==> src/rtl/reset_seq_pkg.sv <==
// reset_seq_pkg
//   Shared definitions for the staged reset sequencer: the FSM state
//   encoding and its width. Encoding 3 is deliberately left unused.
package reset_seq_pkg;

  localparam int STATE_W = 2;

  typedef enum logic [STATE_W-1:0] {
    HOLD    = 2'd0,
    RELEASE = 2'd1,
    RUN     = 2'd2
  } seqState_t;

endpackage

==> src/rtl/reset_sequencer_sync_2ff.sv <==
// sync_2ff
//   Single-bit two-flop synchroniser for an input that is asynchronous to
//   iCLK. Both flops clear to 0 on iRESET.
// Ports:
//   iCLK    in  1  destination clock
//   iRESET  in  1  asynchronous active-high reset
//   iD      in  1  asynchronous input
//   oQ      out 1  synchronised output (two iCLK edges of latency)
module sync_2ff (
  input  logic iCLK,
  input  logic iRESET,
  input  logic iD,
  output logic oQ
);

  logic metaReg;

  always_ff @(posedge iCLK or posedge iRESET) begin
    if (iRESET) begin
      metaReg <= 1'b0;
      oQ      <= 1'b0;
    end else begin
      metaReg <= iD;
      oQ      <= metaReg;
    end
  end

endmodule

==> src/rtl/reset_sequencer.sv <==
// reset_sequencer
//   Power-on / lock-loss reset generator. The PLL lock is synchronised and
//   debounced; once it has been high for LOCK_FILTER consecutive cycles the
//   CHANNELS reset outputs are released one at a time, STAGE_DELAY clocks
//   apart, bit 0 first. Loss of lock or a software reset request re-asserts
//   every output on the next edge. Lock-loss aborts are counted (saturating).
// Ports:
//   iCLK        in  1         clock, rising edge
//   iRESET      in  1         asynchronous active-high reset
//   iLOCKED     in  1         PLL locked (asynchronous, synchronised here)
//   iSW_RESET   in  1         synchronous software reset request (level)
//   oRESET      out CHANNELS  per-channel active-high reset
//   oREADY      out 1         all channels released
//   oSTATE      out 2         FSM state (0 HOLD, 1 RELEASE, 2 RUN)
//   oFAULT_CNT  out 8         saturating lock-loss count
module reset_sequencer
  import reset_seq_pkg::*;
#(
  parameter int CHANNELS    = 4,
  parameter int STAGE_DELAY = 32,
  parameter int LOCK_FILTER = 8
) (
  input  logic                iCLK,
  input  logic                iRESET,
  input  logic                iLOCKED,
  input  logic                iSW_RESET,
  output logic [CHANNELS-1:0] oRESET,
  output logic                oREADY,
  output logic [1:0]          oSTATE,
  output logic [7:0]          oFAULT_CNT
);

  localparam int FILT_W = $clog2(LOCK_FILTER + 1);
  localparam int DLY_W  = $clog2(STAGE_DELAY + 1);
  localparam int STG_W  = (CHANNELS > 1) ? $clog2(CHANNELS) : 1;

  localparam logic [FILT_W-1:0] FILT_LAST = FILT_W'(LOCK_FILTER - 1);
  localparam logic [DLY_W-1:0]  DLY_LAST  = DLY_W'(STAGE_DELAY - 1);
  localparam logic [STG_W-1:0]  STG_LAST  = STG_W'(CHANNELS - 1);

  localparam logic [STATE_W-1:0] sHold    = HOLD;
  localparam logic [STATE_W-1:0] sRelease = RELEASE;
  localparam logic [STATE_W-1:0] sRun     = RUN;

  logic               lkS;
  logic [STATE_W-1:0] stateReg;
  logic [FILT_W-1:0]  filtCnt;
  logic [DLY_W-1:0]   dlyCnt;
  logic [STG_W-1:0]   stage;
  logic               abortReq;

  sync_2ff lockSync (
    .iCLK   (iCLK),
    .iRESET (iRESET),
    .iD     (iLOCKED),
    .oQ     (lkS)
  );

  // Either source of abort; only the lock-loss one is counted as a fault.
  assign abortReq = !lkS || iSW_RESET;
  assign oSTATE   = stateReg;

  always_ff @(posedge iCLK or posedge iRESET) begin
    if (iRESET) begin
      stateReg   <= sHold;
      filtCnt    <= '0;
      dlyCnt     <= '0;
      stage      <= '0;
      oRESET     <= '1;
      oREADY     <= 1'b0;
      oFAULT_CNT <= 8'd0;
    end else begin
      case (stateReg)
        sHold: begin
          oRESET <= '1;
          oREADY <= 1'b0;
          // A software request holds the filter at zero, so qualification
          // restarts only once the request is withdrawn.
          if (lkS && !iSW_RESET) begin
            if (filtCnt == FILT_LAST) begin
              stateReg <= sRelease;
              filtCnt  <= '0;
              dlyCnt   <= '0;
              stage    <= '0;
            end else begin
              filtCnt <= filtCnt + FILT_W'(1);
            end
          end else begin
            filtCnt <= '0;
          end
        end

        sRelease, sRun: begin
          if (abortReq) begin
            // Abort wins over a release falling due on the same edge.
            stateReg <= sHold;
            filtCnt  <= '0;
            dlyCnt   <= '0;
            stage    <= '0;
            oRESET   <= '1;
            oREADY   <= 1'b0;
            if (!lkS && oFAULT_CNT != 8'hFF)
              oFAULT_CNT <= oFAULT_CNT + 8'd1;
          end else if (stateReg == sRelease) begin
            if (dlyCnt == DLY_LAST) begin
              dlyCnt        <= '0;
              oRESET[stage] <= 1'b0;
              if (stage == STG_LAST) begin
                stateReg <= sRun;
                oREADY   <= 1'b1;
              end else begin
                stage <= stage + STG_W'(1);
              end
            end else begin
              dlyCnt <= dlyCnt + DLY_W'(1);
            end
          end
        end

        default: begin
          // Unused encoding: fall back to a fully asserted HOLD.
          stateReg <= sHold;
          filtCnt  <= '0;
          dlyCnt   <= '0;
          stage    <= '0;
          oRESET   <= '1;
          oREADY   <= 1'b0;
        end
      endcase
    end
  end

endmodule

==> config.mk <==
export PLATFORM = sky130hd
export DESIGN_NAME = reset_sequencer
export DESIGN_NICKNAME = d
export VERILOG_FILES = /design/src/rtl/reset_seq_pkg.sv /design/src/rtl/reset_sequencer_sync_2ff.sv /design/src/rtl/reset_sequencer.sv
export SDC_FILE = /design/constraint.sdc
export NUM_CORES = 1
export LEC_CHECK = 0
export CORE_ASPECT_RATIO = 1.4
export CORE_MARGIN = 5
export CORE_UTILIZATION = 49
export DETAILED_ROUTE_END_ITERATION = 8
export GPL_TIMING_DRIVEN = 0
export PLACE_DENSITY = 0.86
export SLEW_MARGIN = 20
export SYNTH_ARGS = -nofsm -noshare
export SYNTH_HDL_FRONTEND = slang
export SYNTH_SLANG_ARGS = --single-unit
==> constraint.sdc <==
create_clock -name iCLK -period 1.57 [get_ports iCLK]
set_input_delay 0.314 -clock iCLK [delete_from_list [all_inputs] [get_ports iCLK]]
set_output_delay 0.314 -clock iCLK [all_outputs]
set_load 0.01 [all_outputs]
# After elaboration in Yosys (flattened, before gate mapping)
# Index checks and enable logic that the tools add are counted.
[op_classes] div=0 eq_ne=13 n_mul=0 add_sub_neg=4 bitwise_logic=2 muxes=35 shifts=0 n_reduce_logical=14 magnitude_cmp=2
[op_table] cell="6-bit 2-to-1 mux" count=5
[op_table] cell="4-bit 2-to-1 mux" count=7
[op_table] cell="2-bit 2-to-1 mux" count=12
[op_table] cell="3-bit inequality test, second input constant" count=4
[op_table] cell="6-bit one-hot mux with 2 select lines" count=1
[op_table] cell="5-bit AND reduction" count=2
[op_table] cell="3-bit AND reduction" count=3
[op_table] cell="8-bit by 1-bit adder with 8-bit output, second input constant" count=1
[op_table] cell="8-bit inequality test, second input constant" count=1
[op_table] cell="2-bit one-hot mux with 2 select lines" count=2
[op_table] cell="4-bit one-hot mux with 2 select lines" count=1
[op_table] cell="6-bit by 1-bit adder with 6-bit output, second input constant" count=1
[op_table] cell="6-bit by 5-bit == test with 1-bit output, second input constant" count=1
[op_table] cell="1-bit 2-to-1 mux" count=6
[op_table] cell="2-bit inequality test, second input constant" count=3
[op_table] cell="4-bit by 1-bit adder with 4-bit output, second input constant" count=1
[op_table] cell="4-bit bitwise AND" count=1
[op_table] cell="2-bit == test, second input constant" count=2
[op_table] cell="4-bit by 3-bit == test with 1-bit output, second input constant" count=1
[op_table] cell="4-bit inverter" count=1
[op_table] cell="1-bit logical AND" count=3
[op_table] cell="2-bit by 3-bit < comparator with 1-bit output, second input constant" count=1
[op_table] cell="2-bit by 1-bit adder with 2-bit output, second input constant" count=1
[op_table] cell="1-bit demux with 2-bit select" count=1
[op_table] cell="7 further kinds" count=8
[totals] out_inout_bits=15 memories=0 ram_bits=0 regBits=29 word_cells=79 latch_bits=0 romBits=0 in_bits=4

# Longest topological paths before layout
[depth] word_depth=10 mapped_depth=8 mapped_depth_nobuf=6

# By module
# From an unflattened synthesis, not the netlist that was laid out.
[unflattened] cells_unflattened=152 hier_area_um2=1539.0
[modules_own_cells] mod="reset_sequencer" area_each_um2=1485.2 seq_area_each_um2=680.7 cells_per_inst=149 n_inst=1
[modules_own_cells] mod="sync_2ff" area_each_um2=53.8 seq_area_each_um2=50.0 cells_per_inst=3 n_inst=1

# Worst setup path before layout
# No wires, ideal clock.
[synth_path] kind="reg-to-reg" start="register stateReg[0] (netlist: oSTATE[0])" end="register dlyCnt[5]" slack_ns=-0.149 path_stages_with_launch=9 arrival_ns=1.586 setup_time_ns=0.132 period_less_slack_ns=1.719 t_required_ns=1.438 n_path_buf=2 path_cell_list="dfrtp_1 > inv_1 > ha_1 > buf_2 > nand3b_1 > buf_2 > a31oi_1 > o31ai_1 > o31ai_1"
[synth_via] elab_chain_len=4 elab_cells_between_ends=9 classes_between="eq/ne (5); mux (1); reduce/logical (3)"
[synth_lines] element="start, declared" line="reset_sequencer.sv:46" rtl="logic [STATE_W-1:0] stateReg;"
[synth_lines] element="start signal, assigned" line="reset_sequencer.sv:65" rtl="stateReg <= sHold;"
[synth_lines] element="start signal, assigned" line="reset_sequencer.sv:81" rtl="stateReg <= sRelease;"
[synth_lines] element="start signal, assigned" line="reset_sequencer.sv:96" rtl="stateReg <= sHold;"
[synth_lines] element="2-bit by 1-bit == test with 1-bit output or 2-bit == test (tied branches)" line="reset_sequencer.sv:73, reset_sequencer.sv:104"
[synth_lines] element="2-bit OR reduction" line="reset_sequencer.sv:73" rtl="case (stateReg)"
[synth_lines] element="3-bit inequality test (no source line)"
[synth_lines] element="3-bit AND reduction (no source line)"
[synth_lines] element="end signal, assigned" line="reset_sequencer.sv:115" rtl="dlyCnt <= dlyCnt + DLY_W'(1);"
[synth_lines] element="end, declared" line="reset_sequencer.sv:48" rtl="logic [DLY_W-1:0] dlyCnt;"
# Several ways; a longest one is shown, not always the timed one.
# A chain may end at the register's enable or synchronous reset.

# Final worst setup path
[layout_path] start="register stateReg[1] (netlist: oSTATE[1])" end="register stateReg[1] (netlist: oSTATE[1])"
[layout_via] elab_chain_len=4 elab_cells_between_ends=11 classes_between="eq/ne (7); mux (1); reduce/logical (3)"
[layout_lines] element="2-bit by 1-bit == test with 1-bit output or 2-bit == test (tied branches)" line="reset_sequencer.sv:73, reset_sequencer.sv:104"
[layout_lines] element="2-bit OR reduction" line="reset_sequencer.sv:73"
[layout_lines] element="3-bit inequality test (no source line)"
[layout_lines] element="5-bit AND reduction (no source line)"
# Several ways; a longest one is shown, not always the timed one.

==> results.toml <==
[run_status]
outcome = "finished with violations"
violations = "negative setup slack"

[drt]
drt-met1-wl_mm = 1.49
vias = 1341
drt_drc_violations_left = 0
wl_met3_um = 198
drtAntennaViolNets = 0
drt_iter0_drc = 35
dr.pass1.iters = 4
wire_per_inst_um = 17.2
viasPerCell = 5.83
top_layer = "met4"
wl_mm = 3.96
wl_met2_mm = 2.11

[place]
io_buffers = 18
post-place-cells = 203
gp_congestion = 0.799
hpwl_mm = 2.39

[global_route]
grt_pass1_vias = 1366
grt.total_usage = 0.182
grt_antenna_before_repair = 0
grt_max_degree = 30
grt_pass1_wl_mm = 6.04
grt-ovfl-total = 0

[min_path]
hold_path_end = "lockSync.oQ$_DFF_PP0_"
min_path_cells = 0
min-delay-start = "lockSync.metaReg$_DFF_PP0_"
hold_path_class = "reg2reg"

[layout]
utilization = 0.721
fin_cells = 230
diodes = 0
syn2layout_area_growth_pct = 44.1
layout-drive-gt1-share = 0.372
nets = 204

[timing]
fin_crit_ns = 1.74
tightest_slew_ns = 0.588
slew_violations = 0
max_freq_ghz = 0.574
hold_viol_final = 0
timing.final.crit_share = 1.11
setup_viol = 16
fin_ws_ns = -0.172
maxSlewHeadroom = 0.607
grt_setup_unrepaired = "true"
fin_skew_ns = 0.00663

[pwr]
vdd_ir_drop_max_v = 0.000785
power.leakage_nw = 1.04
power.density_nw_per_um2 = 675

[clock_tree]
clk_latency_ns = 0.29
clockBufferDepth = 2
cts_root_buf = "clkbuf_8"
cts.sinks = 29
cts_tree = "built"
path_clk_slew_ns = 0.06
hold_buffers = 0
htree_levels = 2
cts_made_buffers = 5

[setup_path]
critPathLaunchType = "register"
reg2reg_to = "oSTATE[1]$_DFFE_PP0P_"
worstPathMaxFanout = 4
r2r-start = "oSTATE[1]$_DFFE_PP0P_"
crit_arrival_ns = 1.92
rrSetupSlack_ns = -0.17
crit_path_end_kind = "register"
critPathKind = "reg2reg"
worst-r2r-cell-count = 7
cp.required_ns = 1.75

[floorplan]
ioPinCount = 19
dieWidth_um = 57.3
die_area_sq_um = 4360
die_h_um = 76.2
start_util = 0.500
fp.coreArea_sq_um = 3060
rows = 24

[yosys]
synthesis.area_sq_um = 1530
synth_warnings = 0
ys_ff_latch = 29
synth-edff-count = 0
avgSynthCellArea_sq_um = 10.5
synth.top_cell.area_share = 0.408
syn_nets = 160
yosysSeqAreaShare = 0.477
yosysTopAreaCell = "dfrtp_1"
yosys_most_used_dff = "dfrtp_1"
synth_area_leaders = "dfrtp_1 (41%), ha_1 (8.2%), dfstp_2 (6.9%), xnor2_1 (2.9%), and3_1 (2.4%)"
yosysUniqueCellTypes = 43
async_flop_share = 1.00
postSynthCellCount = 146

[flow_run]
maxCapViolations = 0
## worst max path at each step
| stage | slack (ns) | start | to |
|---|---|---|---|
| finish | -0.17 | oSTATE[1]$_DFFE_PP0P_ | oSTATE[1]$_DFFE_PP0P_ |
| CTS | -0.09 | oSTATE[1]$_DFFE_PP0P_ | dlyCnt[2]$_DFFE_PP0P_ |
| detailed placement | -0.30 | iSW_RESET | dlyCnt[2]$_DFFE_PP0P_ |
| global placement | -0.24 | iSW_RESET | dlyCnt[5]$_DFFE_PP0P_ |
| floorplan | -0.09 | oSTATE[0]$_DFFE_PP0P_ | dlyCnt[5]$_DFFE_PP0P_ |
| global route | -0.24 | oSTATE[1]$_DFFE_PP0P_ | oSTATE[1]$_DFFE_PP0P_ |
## critical path: stages (launching register included)
cell and delay, ns:
dfrtp_1 0.41, inv_2 0.11, buf_6 0.11, ha_4 0.14, and4_4 0.27, and2_4 0.18
nand2_4 0.07, o41ai_4 0.33
## per-layer routing
metal	global-route usage	vias to the layer above
met5	0	-
met4	0.0974	0
met3	0.0695	23
met2	0.320	45
met1	0.176	655
li1	-	618
## layout by cell type (no fill, tap or decap), types with 4 or more instances in the layout
| cell type | instances |
|---|---|
| dfrtp_1 | 25 |
| buf_4 | 13 |
| dlygate4sd2_1 | 12 |
| buf_6 | 10 |
| nand2_1 | 7 |
| clkbuf_8 | 7 |
| o21ai_1 | 6 |
| ha_1 | 6 |
| inv_1 | 5 |
| and3_1 | 5 |
| nor2b_1 | 5 |
| xnor2_1 | 5 |
| clkdlybuf4s50_1 | 5 |
| a21o_1 | 4 |
| nand4_1 | 4 |
| o31ai_1 | 4 |
| dfstp_2 | 4 |
## cells in the mapped netlist, types with 5 or more instances
library cell / count
inv_1: 7
o21ai_1: 7
xnor2_1: 5
nand3_1: 5
ha_1: 10
a21oi_1: 6
nand2_1: 10
nor2b_1: 6
and3_1: 6
o31ai_1: 5
dfrtp_1: 25
## what timing repair did
action	in CTS	in global routing
resized for setup	28	26
setup buffers	13	7
endpoints found under the setup margin	30	21
pin swaps	5	21
## cells by family after synthesis
group / share of synthesized area
adder cells (fa/ha/maj): 0.0816
AND/OR/NAND/NOR: 0.193
multiplexers: 0.0245
buffers and inverters: 0.0343
flip-flops: 0.477
XOR/XNOR: 0.0286
AO/OA/AOI/OAI: 0.161
## layout make-up
| type | instances | area, sq um |
|---|---|---|
| Buffer | 3 | 33.8 |
| Clock buffer | 7 | 96.3 |
| Clock inverter | 1 | 5.00 |
| Fill cell | 229 | 855 |
| Inverter | 7 | 26.3 |
| Multi-Input combinational cell | 106 | 923 |
| Sequential cell | 29 | 731 |
| Tap cell | 39 | 48.8 |
| Timing Repair Buffer | 38 | 344 |
## state kept, by name, indices dropped and copies added, names as in the netlist
register	count
filtCnt	4
dlyCnt	6
stage	2
lockSync.metaReg	1
oRESET	4
oSTATE	2
oREADY	1
oFAULT_CNT	8
lockSync.oQ	1
## stage by stage
step / setup TNS (ns) / hold WS, ns / power (mW) / setup WS [ns] / cell area [sq um]
6_report: -1.02 / 0.351 / 1.49 / -0.172 / 2210
5_1_grt: -2.41 / 0.367 / 1.55 / -0.237 / 2210
4_1_cts: -0.323 / 0.351 / 1.50 / -0.0919 / 2040
3_5_place_dp: -4.11 / 0.338 / 0.814 / -0.300 / 1790
3_3_place_gp: -2.22 / 0.338 / 0.812 / -0.236 / 1790
2_1_floorplan: -0.461 / 0.331 / 0.798 / -0.0851 / 1560
## power by group
group,switching [mW],internal (mW),total [mW]
logic,0.0295,0.0214,0.0509
registers,0.00439,0.753,0.758
clock network,0.287,0.395,0.682
No activity file was read; power rests on OpenSTA's default activity.
